[src/rtl/dt_pkg.sv]
// Shared types and node-entry layout helpers for the decision-tree walker.
// Node entry, MSB to LSB: {is_leaf, feat_idx, cls, left, right}.
package dt_pkg;

   typedef enum logic [1:0] {
      ST_IDLE = 2'd0,
      ST_WALK = 2'd1,
      ST_DONE = 2'd2
   } state_t;

   // Field widths never collapse to zero, even for degenerate parameters.
   function automatic int clog2_min1(input int v);
      return (v <= 2) ? 1 : $clog2(v);
   endfunction

   function automatic int fidx_w(input int n_feat);
      return clog2_min1(n_feat);
   endfunction

   function automatic int off_right(input int aw);
      return 0;
   endfunction

   function automatic int off_left(input int aw);
      return aw;
   endfunction

   function automatic int off_cls(input int aw);
      return 2 * aw;
   endfunction

   function automatic int off_fidx(input int class_w, input int aw);
      return 2 * aw + class_w;
   endfunction

   function automatic int off_leaf(input int n_feat, input int class_w, input int aw);
      return 2 * aw + class_w + fidx_w(n_feat);
   endfunction

   function automatic int node_w(input int n_feat, input int class_w, input int aw);
      return 1 + fidx_w(n_feat) + class_w + 2 * aw;
   endfunction

endpackage

[src/rtl/dt_tree_walker_if.sv]
// Feature-vector request and classification response handshakes of the walker.
interface dt_tree_walker_if #(
   parameter int N_FEAT  = 10,
   parameter int CLASS_W = 3
);
   logic               in_valid;
   logic               in_ready;
   logic [N_FEAT-1:0]  in_feat;
   logic               out_valid;
   logic               out_ready;
   logic [CLASS_W-1:0] out_class;
   logic               out_err;

   modport master (
      output in_valid, in_feat, out_ready,
      input  in_ready, out_valid, out_class, out_err
   );

   modport slave (
      input  in_valid, in_feat, out_ready,
      output in_ready, out_valid, out_class, out_err
   );
endinterface

[src/rtl/dt_node_table.sv]
// Node table: plain register array, one write port, combinational read by pointer.
// Contents are intentionally not reset so a walker reset keeps the loaded tree.
module dt_node_table #(
   parameter int NODE_W    = 18,
   parameter int MAX_NODES = 32,
   parameter int AW        = 5
) (
   input  logic              clk,
   input  logic              we,
   input  logic [AW-1:0]     waddr,
   input  logic [NODE_W-1:0] wdata,
   input  logic [AW-1:0]     raddr,
   output logic [NODE_W-1:0] rdata
);
   logic [NODE_W-1:0] node_reg [MAX_NODES];

   always_ff @(posedge clk) begin
      if (we && (32'(waddr) < 32'(MAX_NODES)))
         node_reg[waddr] <= wdata;
   end

   assign rdata = (32'(raddr) < 32'(MAX_NODES)) ? node_reg[raddr] : '0;
endmodule

[src/rtl/dt_tree_walker.sv]
// Binary decision-tree walker: visits one node per cycle from node 0 to a leaf.
// Optional result counters stat_cnt/stat_err are built when DT_WALK_STATS_EN is defined.
module dt_tree_walker
   import dt_pkg::*;
#(
   parameter int  N_FEAT    = 10,
   parameter int  CLASS_W   = 3,
   parameter int  MAX_NODES = 32,
   parameter int  MAX_DEPTH = 8,
   localparam int AW        = $clog2(MAX_NODES),
   localparam int NODE_W    = node_w(N_FEAT, CLASS_W, AW)
) (
   input  logic              clk,
   input  logic              rst_n,
   dt_tree_walker_if.slave   io,
   input  logic              cfg_we,
   input  logic [AW-1:0]     cfg_addr,
   input  logic [NODE_W-1:0] cfg_data,
   output logic              cfg_busy
`ifdef DT_WALK_STATS_EN
   ,
   output logic [15:0]       stat_cnt,
   output logic [15:0]       stat_err
`endif
);
   localparam int FW        = fidx_w(N_FEAT);
   localparam int DW        = clog2_min1(MAX_DEPTH);
   localparam int OFF_R     = off_right(AW);
   localparam int OFF_L     = off_left(AW);
   localparam int OFF_CLS   = off_cls(AW);
   localparam int OFF_FIDX  = off_fidx(CLASS_W, AW);
   localparam int OFF_LEAF  = off_leaf(N_FEAT, CLASS_W, AW);

   state_t             state_reg, state_next;
   logic [N_FEAT-1:0]  feat_reg;
   logic [AW-1:0]      ptr_reg;
   logic [DW-1:0]      depth_reg;
   logic [CLASS_W-1:0] class_reg;
   logic               err_reg;

   logic [NODE_W-1:0]  node;
   logic               nd_leaf;
   logic [FW-1:0]      nd_fidx;
   logic [CLASS_W-1:0] nd_cls;
   logic [AW-1:0]      nd_left, nd_right;
   logic               feat_bit;
   logic [AW-1:0]      child;
   logic               walk_err;
   logic               tbl_we;

   assign tbl_we = cfg_we && !cfg_busy;

   dt_node_table #(
      .NODE_W    (NODE_W),
      .MAX_NODES (MAX_NODES),
      .AW        (AW)
   ) u_table (
      .clk   (clk),
      .we    (tbl_we),
      .waddr (cfg_addr),
      .wdata (cfg_data),
      .raddr (ptr_reg),
      .rdata (node)
   );

   assign nd_leaf  = node[OFF_LEAF];
   assign nd_fidx  = node[OFF_FIDX +: FW];
   assign nd_cls   = node[OFF_CLS +: CLASS_W];
   assign nd_left  = node[OFF_L +: AW];
   assign nd_right = node[OFF_R +: AW];

   // An out-of-range feature index selects 0 here, but it is flagged as an error anyway.
   always_comb begin
      feat_bit = 1'b0;
      for (int i = 0; i < N_FEAT; i++)
         if (32'(nd_fidx) == 32'(i))
            feat_bit = feat_reg[i];
      child    = feat_bit ? nd_right : nd_left;
      walk_err = !nd_leaf &&
                 ((32'(nd_fidx) >= 32'(N_FEAT)) ||
                  (32'(child) >= 32'(MAX_NODES)) ||
                  (32'(depth_reg) == 32'(MAX_DEPTH - 1)));
   end

   always_ff @(posedge clk or negedge rst_n) begin
      if (!rst_n) state_reg <= ST_IDLE;
      else        state_reg <= state_next;
   end

   always_comb begin
      state_next = state_reg;
      case (state_reg)
         ST_IDLE: if (io.in_valid)         state_next = ST_WALK;
         ST_WALK: if (nd_leaf || walk_err) state_next = ST_DONE;
         ST_DONE: if (io.out_ready)        state_next = ST_IDLE;
         default:                          state_next = ST_IDLE;
      endcase
   end

   always_comb begin
      io.in_ready  = (state_reg == ST_IDLE);
      io.out_valid = (state_reg == ST_DONE);
      cfg_busy     = (state_reg != ST_IDLE);
   end

   assign io.out_class = class_reg;
   assign io.out_err   = err_reg;

   always_ff @(posedge clk or negedge rst_n) begin
      if (!rst_n) begin
         feat_reg  <= '0;
         ptr_reg   <= '0;
         depth_reg <= '0;
         class_reg <= '0;
         err_reg   <= 1'b0;
      end else if (state_reg == ST_IDLE) begin
         if (io.in_valid) begin
            feat_reg  <= io.in_feat;
            ptr_reg   <= '0;
            depth_reg <= '0;
         end
      end else if (state_reg == ST_WALK) begin
         if (nd_leaf) begin
            class_reg <= nd_cls;
            err_reg   <= 1'b0;
         end else if (walk_err) begin
            class_reg <= '0;
            err_reg   <= 1'b1;
         end else begin
            ptr_reg   <= child;
            depth_reg <= depth_reg + DW'(1);
         end
      end
   end

`ifdef DT_WALK_STATS_EN
   logic [15:0] stat_cnt_reg, stat_err_reg;
   logic        consume;

   assign consume = io.out_valid && io.out_ready;

   always_ff @(posedge clk or negedge rst_n) begin
      if (!rst_n) begin
         stat_cnt_reg <= '0;
         stat_err_reg <= '0;
      end else if (consume) begin
         if (stat_cnt_reg != 16'hFFFF)
            stat_cnt_reg <= stat_cnt_reg + 16'd1;
         if (err_reg && (stat_err_reg != 16'hFFFF))
            stat_err_reg <= stat_err_reg + 16'd1;
      end
   end

   assign stat_cnt = stat_cnt_reg;
   assign stat_err = stat_err_reg;
`endif
endmodule

[src/flat_wrapper.sv]
// flat-port wrapper written by rule: the top's interface ports become plain ports
module dt_tree_walker_flat import dt_pkg::*;
#(
   parameter int  N_FEAT    = 10,
   parameter int  CLASS_W   = 3,
   parameter int  MAX_NODES = 32,
   parameter int  MAX_DEPTH = 8,
   localparam int AW        = $clog2(MAX_NODES),
   localparam int NODE_W    = node_w(N_FEAT, CLASS_W, AW)
)
  (clk, rst_n, cfg_we, cfg_addr, cfg_data, cfg_busy, io_in_valid, io_in_feat, io_out_ready, io_in_ready, io_out_valid, io_out_class, io_out_err);
  dt_tree_walker_if #(.N_FEAT(N_FEAT), .CLASS_W(CLASS_W)) io_i ();
  input  logic clk;
  input  logic rst_n;
  input  logic cfg_we;
  input  logic [AW-1:0] cfg_addr;
  input  logic [NODE_W-1:0] cfg_data;
  output logic cfg_busy;
  input wire logic [$bits(io_i.in_valid)-1:0] io_in_valid;
  input wire logic [$bits(io_i.in_feat)-1:0] io_in_feat;
  input wire logic [$bits(io_i.out_ready)-1:0] io_out_ready;
  output wire logic [$bits(io_i.in_ready)-1:0] io_in_ready;
  output wire logic [$bits(io_i.out_valid)-1:0] io_out_valid;
  output wire logic [$bits(io_i.out_class)-1:0] io_out_class;
  output wire logic [$bits(io_i.out_err)-1:0] io_out_err;
  assign io_i.in_valid = io_in_valid;
  assign io_i.in_feat = io_in_feat;
  assign io_i.out_ready = io_out_ready;
  assign io_in_ready = io_i.in_ready;
  assign io_out_valid = io_i.out_valid;
  assign io_out_class = io_i.out_class;
  assign io_out_err = io_i.out_err;
  dt_tree_walker #(.N_FEAT(N_FEAT), .CLASS_W(CLASS_W), .MAX_NODES(MAX_NODES), .MAX_DEPTH(MAX_DEPTH)) u_core (.clk(clk), .rst_n(rst_n), .io(io_i), .cfg_we(cfg_we), .cfg_addr(cfg_addr), .cfg_data(cfg_data), .cfg_busy(cfg_busy));
endmodule
[config.mk]
export PLATFORM = sky130hd
export DESIGN_NAME = dt_tree_walker_flat
export DESIGN_NICKNAME = d
export VERILOG_FILES = /design/src/rtl/dt_pkg.sv /design/src/rtl/dt_tree_walker_if.sv /design/src/rtl/dt_node_table.sv /design/src/rtl/dt_tree_walker.sv /design/src/flat_wrapper.sv
export SDC_FILE = /design/constraint.sdc
export NUM_CORES = 1
export LEC_CHECK = 0
export CAP_MARGIN = 20
export CORE_ASPECT_RATIO = 0.6
export CORE_MARGIN = 1.5
export CORE_UTILIZATION = 67
export DETAILED_ROUTE_END_ITERATION = 10
export PLACE_DENSITY = 0.85
export SETUP_SLACK_MARGIN = 0.02
export SYNTH_ARGS = -nofsm -noshare
export SYNTH_HDL_FRONTEND = slang
export SYNTH_HIERARCHICAL = 1
export SYNTH_SLANG_ARGS = --single-unit
[constraint.sdc]
create_clock -name clk -period 4.4 [get_ports clk]
set_input_delay 0.88 -clock clk [delete_from_list [all_inputs] [get_ports clk]]
set_output_delay 0.88 -clock clk [all_outputs]
set_load 0.1 [all_outputs]
After elaboration in Yosys (flattened, before gate mapping)
Memories as Yosys holds them, arrays and structs flattened.
Index checks and enable logic that the tools add are counted.
- bits in registers: 24
- bits in latches: 0
- RAM bits: 576
- memory bits (read-only): 0
- bits of input ports: 38
- output and inout port bits: 7
- word-level logic and storage cells: 73
- memories: 1
- memories (memory ; words ; bits a word ; read ports ; clocked after Yosys merged registers in ; wr ports ; RTL line ; RTL):
    u_core.u_table.node_reg ; 32 ; 18 ; 1 ; 0 ; 1 ; dt_node_table.sv:15 ; logic [NODE_W-1:0] node_reg [MAX_NODES];
- add/sub/neg operators: 1
- multipliers: 0
- div/mod/pow operators: 0
- $lt $le $gt $ge: 1
- equality and inequality tests: 17
- shift operators: 0
- muxes and demuxes: 31
- bitwise operators: 1
- reductions and logical operators: 15
- operators by type and width (operator ; number):
    two-way mux 5 bit ; 6
    two-way mux 3 bit ; 7
    equality test 4 x 3 -> 1 bit, second input constant ; 4
    two-way mux 1 bit ; 14
    equality test 4 x 2 -> 1 bit, second input constant ; 2
    equality test 4 bit, second input constant ; 2
    != test 2 bit, second input constant ; 4
    two-way mux 2 bit ; 3
    one-hot mux 2 bit (3 select lines) ; 1
    AND reduction 3 bit ; 2
    nonzero test 2 bit ; 3
    equality test 4 x 1 -> 1 bit, second input constant ; 1
    >= comparator 4 bit, second input constant ; 1
    logical NOT 4 bit ; 1
    AND reduction 4 bit ; 1
    adder 3 x 1 -> 3 bit, second input constant ; 1
    equality test 3 bit, second input constant ; 1
    equality test 2 x 1 -> 1 bit, second input constant ; 1
    equality test 2 bit, second input constant ; 1
    logical AND 1 bit ; 2
    logical NOT 1 bit ; 2
    logical NOT 2 bit ; 1
    logical OR 1 bit ; 2
    != test 2 x 1 -> 1 bit, second input constant ; 1
    2 further kinds ; 2

Longest topological paths before layout
An unclocked memory read counts as a cell.
- depth after elaboration: 17
- gate-level depth with buffers: 13
- depth with buffers taken out: 9

Hierarchy
Netlist, hierarchy kept.
- modules (own cells, without submodules) (module ; instances ; cells an instance ; area each (um2) ; sequential area each (um2)):
    dt_node_table ; 1 ; 1260 ; 22690.5 ; 17296.6
    dt_tree_walker ; 1 ; 136 ; 1226.2 ; 600.6

Worst setup path after synthesis
Ideal clock, no wire load.
- path type: register to register
- start point: register u_core.state_reg[1]
- end point: memory u_core.u_table.node_reg[12][0] (enable)
- setup time: 0.393 ns
- arrival time: 3.547 ns
- data required time: 4.007 ns
- setup slack: 0.460 ns
- stages on the path, launching flop included: 6
- path buffers: 1
- clock period less this slack: 3.940 ns
- cell sequence: dfrtp_1 nor2_1 and2_1 or3b_2 clkbuf_1 nor2_1
- longest elaborated chain between the ends: 5
- ends and longest elaborated chain (what ; RTL line ; RTL):
    from (decl) ; dt_tree_walker.sv:34 ; state_t state_reg, state_next;
    from (signal assigned) ; dt_tree_walker.sv:87 ; else state_reg <= state_next;
    nonzero test 2 bit ; dt_tree_walker.sv:103 ; cfg_busy = (state_reg != ST_IDLE);
    logical NOT 1 bit ; dt_tree_walker.sv:51 ; assign tbl_we = cfg_we && !cfg_busy;
    logical AND 1 bit ; dt_tree_walker.sv:51 ;
    via u_core.tbl_we ; dt_tree_walker.sv:49 ; logic tbl_we;
    two-way mux 1 bit ; dt_node_table.sv:18 ; if (we && (32'(waddr) < 32'(MAX_NODES)))
    two-way mux 1 bit (implied by the code) ; dt_node_table.sv:19 ; node_reg[waddr] <= wdata;
    to (decl) ; dt_node_table.sv:15 ;
The timed path passes the listed nets, and every way through them passes these cells.

Worst setup path after layout
- start point: register u_core.ptr_reg[2]
- end point: register u_core.ptr_reg[3]
- elaborated cells between the ends (all ways): 33
- classes of those cells: order compare: 1; eq/ne: 11; mux: 15; reduce/logical: 5; memory: 1
- RTL lines (what ; RTL line ; RTL):
    from (decl) ; dt_tree_walker.sv:36 ; logic [AW-1:0] ptr_reg;
    from (signal assigned) ; dt_tree_walker.sv:130 ; ptr_reg <= child;
    memory (32 x 18 bit) (*) ; - ;
    via u_core.node[17] ; dt_tree_walker.sv:41 ; logic [NODE_W-1:0] node;
    logical NOT 1 bit ; dt_tree_walker.sv:79 ; walk_err = !nd_leaf &&
    logical AND 1 bit ; dt_tree_walker.sv:79 ;
    != test 2 bit (no source line) ; - ;
    AND reduction 4 bit (no source line) (*) ; - ;
Mark *: on every way through the listed nets, which the timed path passes. The rest lies on a longest branch. The select of a mux whose other input is x is not followed.
A chain may end at the register's enable or synchronous reset.

==> flow_summary_export.csv <==
group,metric,value,unit
pwr,pwr_density,589.6,mW/mm^2
timing,tightestPinTransition,1.104,ns
synth,netlist_area,0.02392,sq mm
clock_network,root_buffer,"clkbuf_16",
clock_network,worst_skew_pair.late_latency,0.57,ns
synth,synth_top_area_cell,"edfxtp_1",
synth,synth-compound-area-share,5.425,%
timing,max_freq,273.3,MHz
finish,multi_input_comb_area,0.005515,sq mm
drt,detailedRoute.firstPassIterationCount,6,
synth,yosys_most_used_dff,"edfxtp_1",
timing,setup_tns,0,ns
timing,report.final.hold_viol_count,0,
drt,vias,13620,
timing,maxSlewViolCount,0,
setup_path,worstSetupPathType,"reg2reg",
clock_network,cts_tree,"yes",
finish,drive_gt1_share,12.89,%
setup_path,crit-reg2reg-capture,"u_core/ptr_reg[3]",
setup_path,ff2ff_setup_slack,0.74,ns
synth,synth_edf_count,576,
die,die_area,0.03688,sq mm
synth,synth_nets,1436,
global_routing,grt_pass1_wl,81010,um
drt,route.detailed.drc,0,
timing,rsz_0062_raised_after_global_routing,"false",
synth,synthXorXnorAreaFrac,0,%
synth,synth_mux_area_share,12.29,%
setup_path,path_max_fanout,20,
clock_network,cts.clk_slew.worst_paths,0.07,ns
placement,routabilityCongestion,0.9106,
synth,synth_adder_area_share,0.1046,%
timing,finClkSkew,0.01061,ns
synth,yosysWarnings,6,
hold_path,hold_end,"u_core/feat_reg[1]",
setup_path,ordered_list_of_cells_on_the_worst_path,"nor2b_4 > buf_4 > a22oi_1 > a31oi_1 > nand3_1 > nor4b_4 > and2_1 > a31oi_1 > nand3_1",
hold_path,hp-start,"u_core/feat_reg[1]",
clock_network,cts_htree_levels,2,
clock_network,cts_max_path_buffers,3,
synth,async_reset_ff_share,4.000,%
hold_path,hold_path_depth,2,
finish,filler_cell_count,1875,
finish,areaGrowthSynthToFinish,12.14,%
finish,final_common_cell,"edfxtp_1",
drt,routed_wl,56380,um
setup_path,crit_buf_inv,1,
drt,post_drt_via_cell_ratio,6.823,
run_status,outcome,"finished, final reports clean",
setup_path,worst_r2r_path_depth,9,
synth,synth.top_cell.area_share,72.32,%
global_routing,grt_start_max_net_pins,64,
drt,post_drt_antenna_nets,0,
global_routing,antenna_violations_before_repair,1,
synth,synth_area_leaders,"edfxtp_1 (72%), mux2i_1 (12%), dfrtp_1 (2.5%)",
synth,synth_top_family_by_area,"multiplexers",
hold_path,hp-class,"reg2reg",
setup_path,worst_ep_arrival_time,4.16,ns
synth,synth-seq-area-share,74.83,%
clock_network,postCtsResizedCells,0,
die,fp.dieH,149.4,um
setup_path,cp_slowest_stage_delay,0.64,ns
clock_network,post_cts_buffers,0,
synth,yosysUniqueCellTypes,40,
global_routing,vias_in_the_first_global_route,13110,
die,row_count,53,
finish,number_of_flip_flops_in_the_largest_register,576,
finish,final_nets,1535,
global_routing,groute.usage.overall,30.19,%
timing,finalSetupViolations,0,
timing,postLayoutSetupSlackWorst,0.7417,ns
placement,placed_cells,1896,
setup_path,start_kind,"flop",
setup_path,critical_register_to_register_path_startpoint,"u_core/ptr_reg[2]",
setup_path,family_of_cells_with_the_greatest_summed_delay_on_the_critical_path,"simple AND/OR/NAND/NOR gates",
clock_network,cts_hold_buf,0,
finish,mostFrequentLayoutCells,"edfxtp_1 (576), mux2i_1 (288), nand2_1 (82), a22oi_1 (72), buf_4 (60)",
drt,post_drt_wl_per_cell,28.25,um
pwr,peakVddDrop,0.3841,mV
finish,final-instance-count-excl-fill,1996,
placement,dp_hpwl,33670,um
synth,synthSimpleGateAreaFrac,4.839,%
finish,sequential_cell_area,0.01790,sq mm
die,io-pin-count,45,
synth,synthesis_stage_register_bit_count,600,
setup_path,timing.critical_path.required,4.90,ns
timing,period_share,83.14,%
placement,detailedPlace.worstSlack,0.9075,ns
synth,synthesis.area_per_instance,17.13,sq um
synth,number_of_cells_produced_by_synthesis,1396,
job,number_of_maximum_capacitance_violations,0,
placement,port-buffer-count,44,
clock_network,numCtsBuffers,49,
clock_network,cts.sinks,600,
timing,slew_headroom,26.42,%
drt,drtIter0Drc,2100,
setup_path,critPathCaptureType,"flop",
pwr,total_leakage_power,8.513,nW
die,core_area,0.03508,sq mm
die,initial_utilization,68.18,%
global_routing,overflow,0,
die,die-width,246.9,um
timing,fin_crit,3.658,ns
setup_path,cp_slowest_cell,"and2_1",
-- through the flow --
stage          hold slack [ns]  power (mW)  utilization [%]  instance area (sq um)
2_1_floorplan           0.4401       10.33                -                  23920
3_3_place_gp            0.4760       11.53            71.22                  24990
3_5_place_dp            0.4924       11.68            71.47                  25070
4_1_cts                 0.5143       15.64            75.47                  26480
5_1_grt                 0.5374       16.28            76.45                  26820
6_report                0.5140       15.81            76.46                  26820
-- cells by family after synthesis --
kind of cell               Yosys count
muxes                              291
adders and majority gates            2
DFF                                600
and+or+nand+nor                    231
AOI/OAI and AO/OA                  185
buffers and inverters               87
-- cell type report --
class                      instances  area share, %
clock buffer                      67          4.861
antenna                            1       0.009330
timing repair buffer             126          5.141
sequential                       600          66.74
tap                              467          2.179
multi-input combinational        709          20.56
clock inverter                    17         0.3779
inverter                           9         0.1260
-- cell usage after synthesis, types with 2 or more instances --
master    number
a31oi_1       23
nand3_1       49
o21ai_0        8
a21oi_1       37
buf_4         10
nand3b_1       6
nor2_1        36
and2_1         3
buf_8          3
nor3b_1        2
buf_6         22
buf_2         29
mux4_2         2
nor2b_1        2
a22oi_1       72
clkbuf_1      12
dfrtp_1       24
inv_1          9
nor3_1         8
or3b_2         3
mux2i_1      288
edfxtp_1     576
nand2b_1       2
ha_1           2
nor3_2        10
a22o_1        37
nand4_1       23
a211oi_1       5
nand2_1       82
-- report_power, final --
group | switching, mW | internal (mW) | leakage [nW]
sequential | 0.188 | 6.41 | 5.49
clock | 1.89 | 2.12 | 0.691
combinational | 3.35 | 1.86 | 2.33
-- how the worst max path moves through the flow --
stage,start,end,depth (start not counted)
6_report,u_core/ptr_reg[2],u_core/ptr_reg[3],9
5_1_grt,u_core/ptr_reg[0],u_core/ptr_reg[0],10
4_1_cts,u_core/ptr_reg[0],u_core/ptr_reg[3],10
3_5_place_dp,u_core/ptr_reg[0],u_core/ptr_reg[3],10
3_3_place_gp,u_core/ptr_reg[0],u_core/ptr_reg[2],10
2_1_floorplan,u_core/state_reg[1],u_core/u_table/node_reg[12][0],5
-- metal layers --
metal  share of wire (%)  routed length, um  GRT usage (%)  vias up
li1                    -                  -              -     5707
met1                  40              22520          44.57     6794
met2                  46              26060          46.05     1007
met3                  12               6698          7.142      110
met4                 1.9               1099          7.683        0
met5                   0                  0              0        -
-- tightest hold or removal path, stage by stage (launching register included) --
cell and delay [ns]:
dfrtp_1 0.37, nand2_1 0.06, nand2_1 0.06
Power figures use the tool's default switching activity.
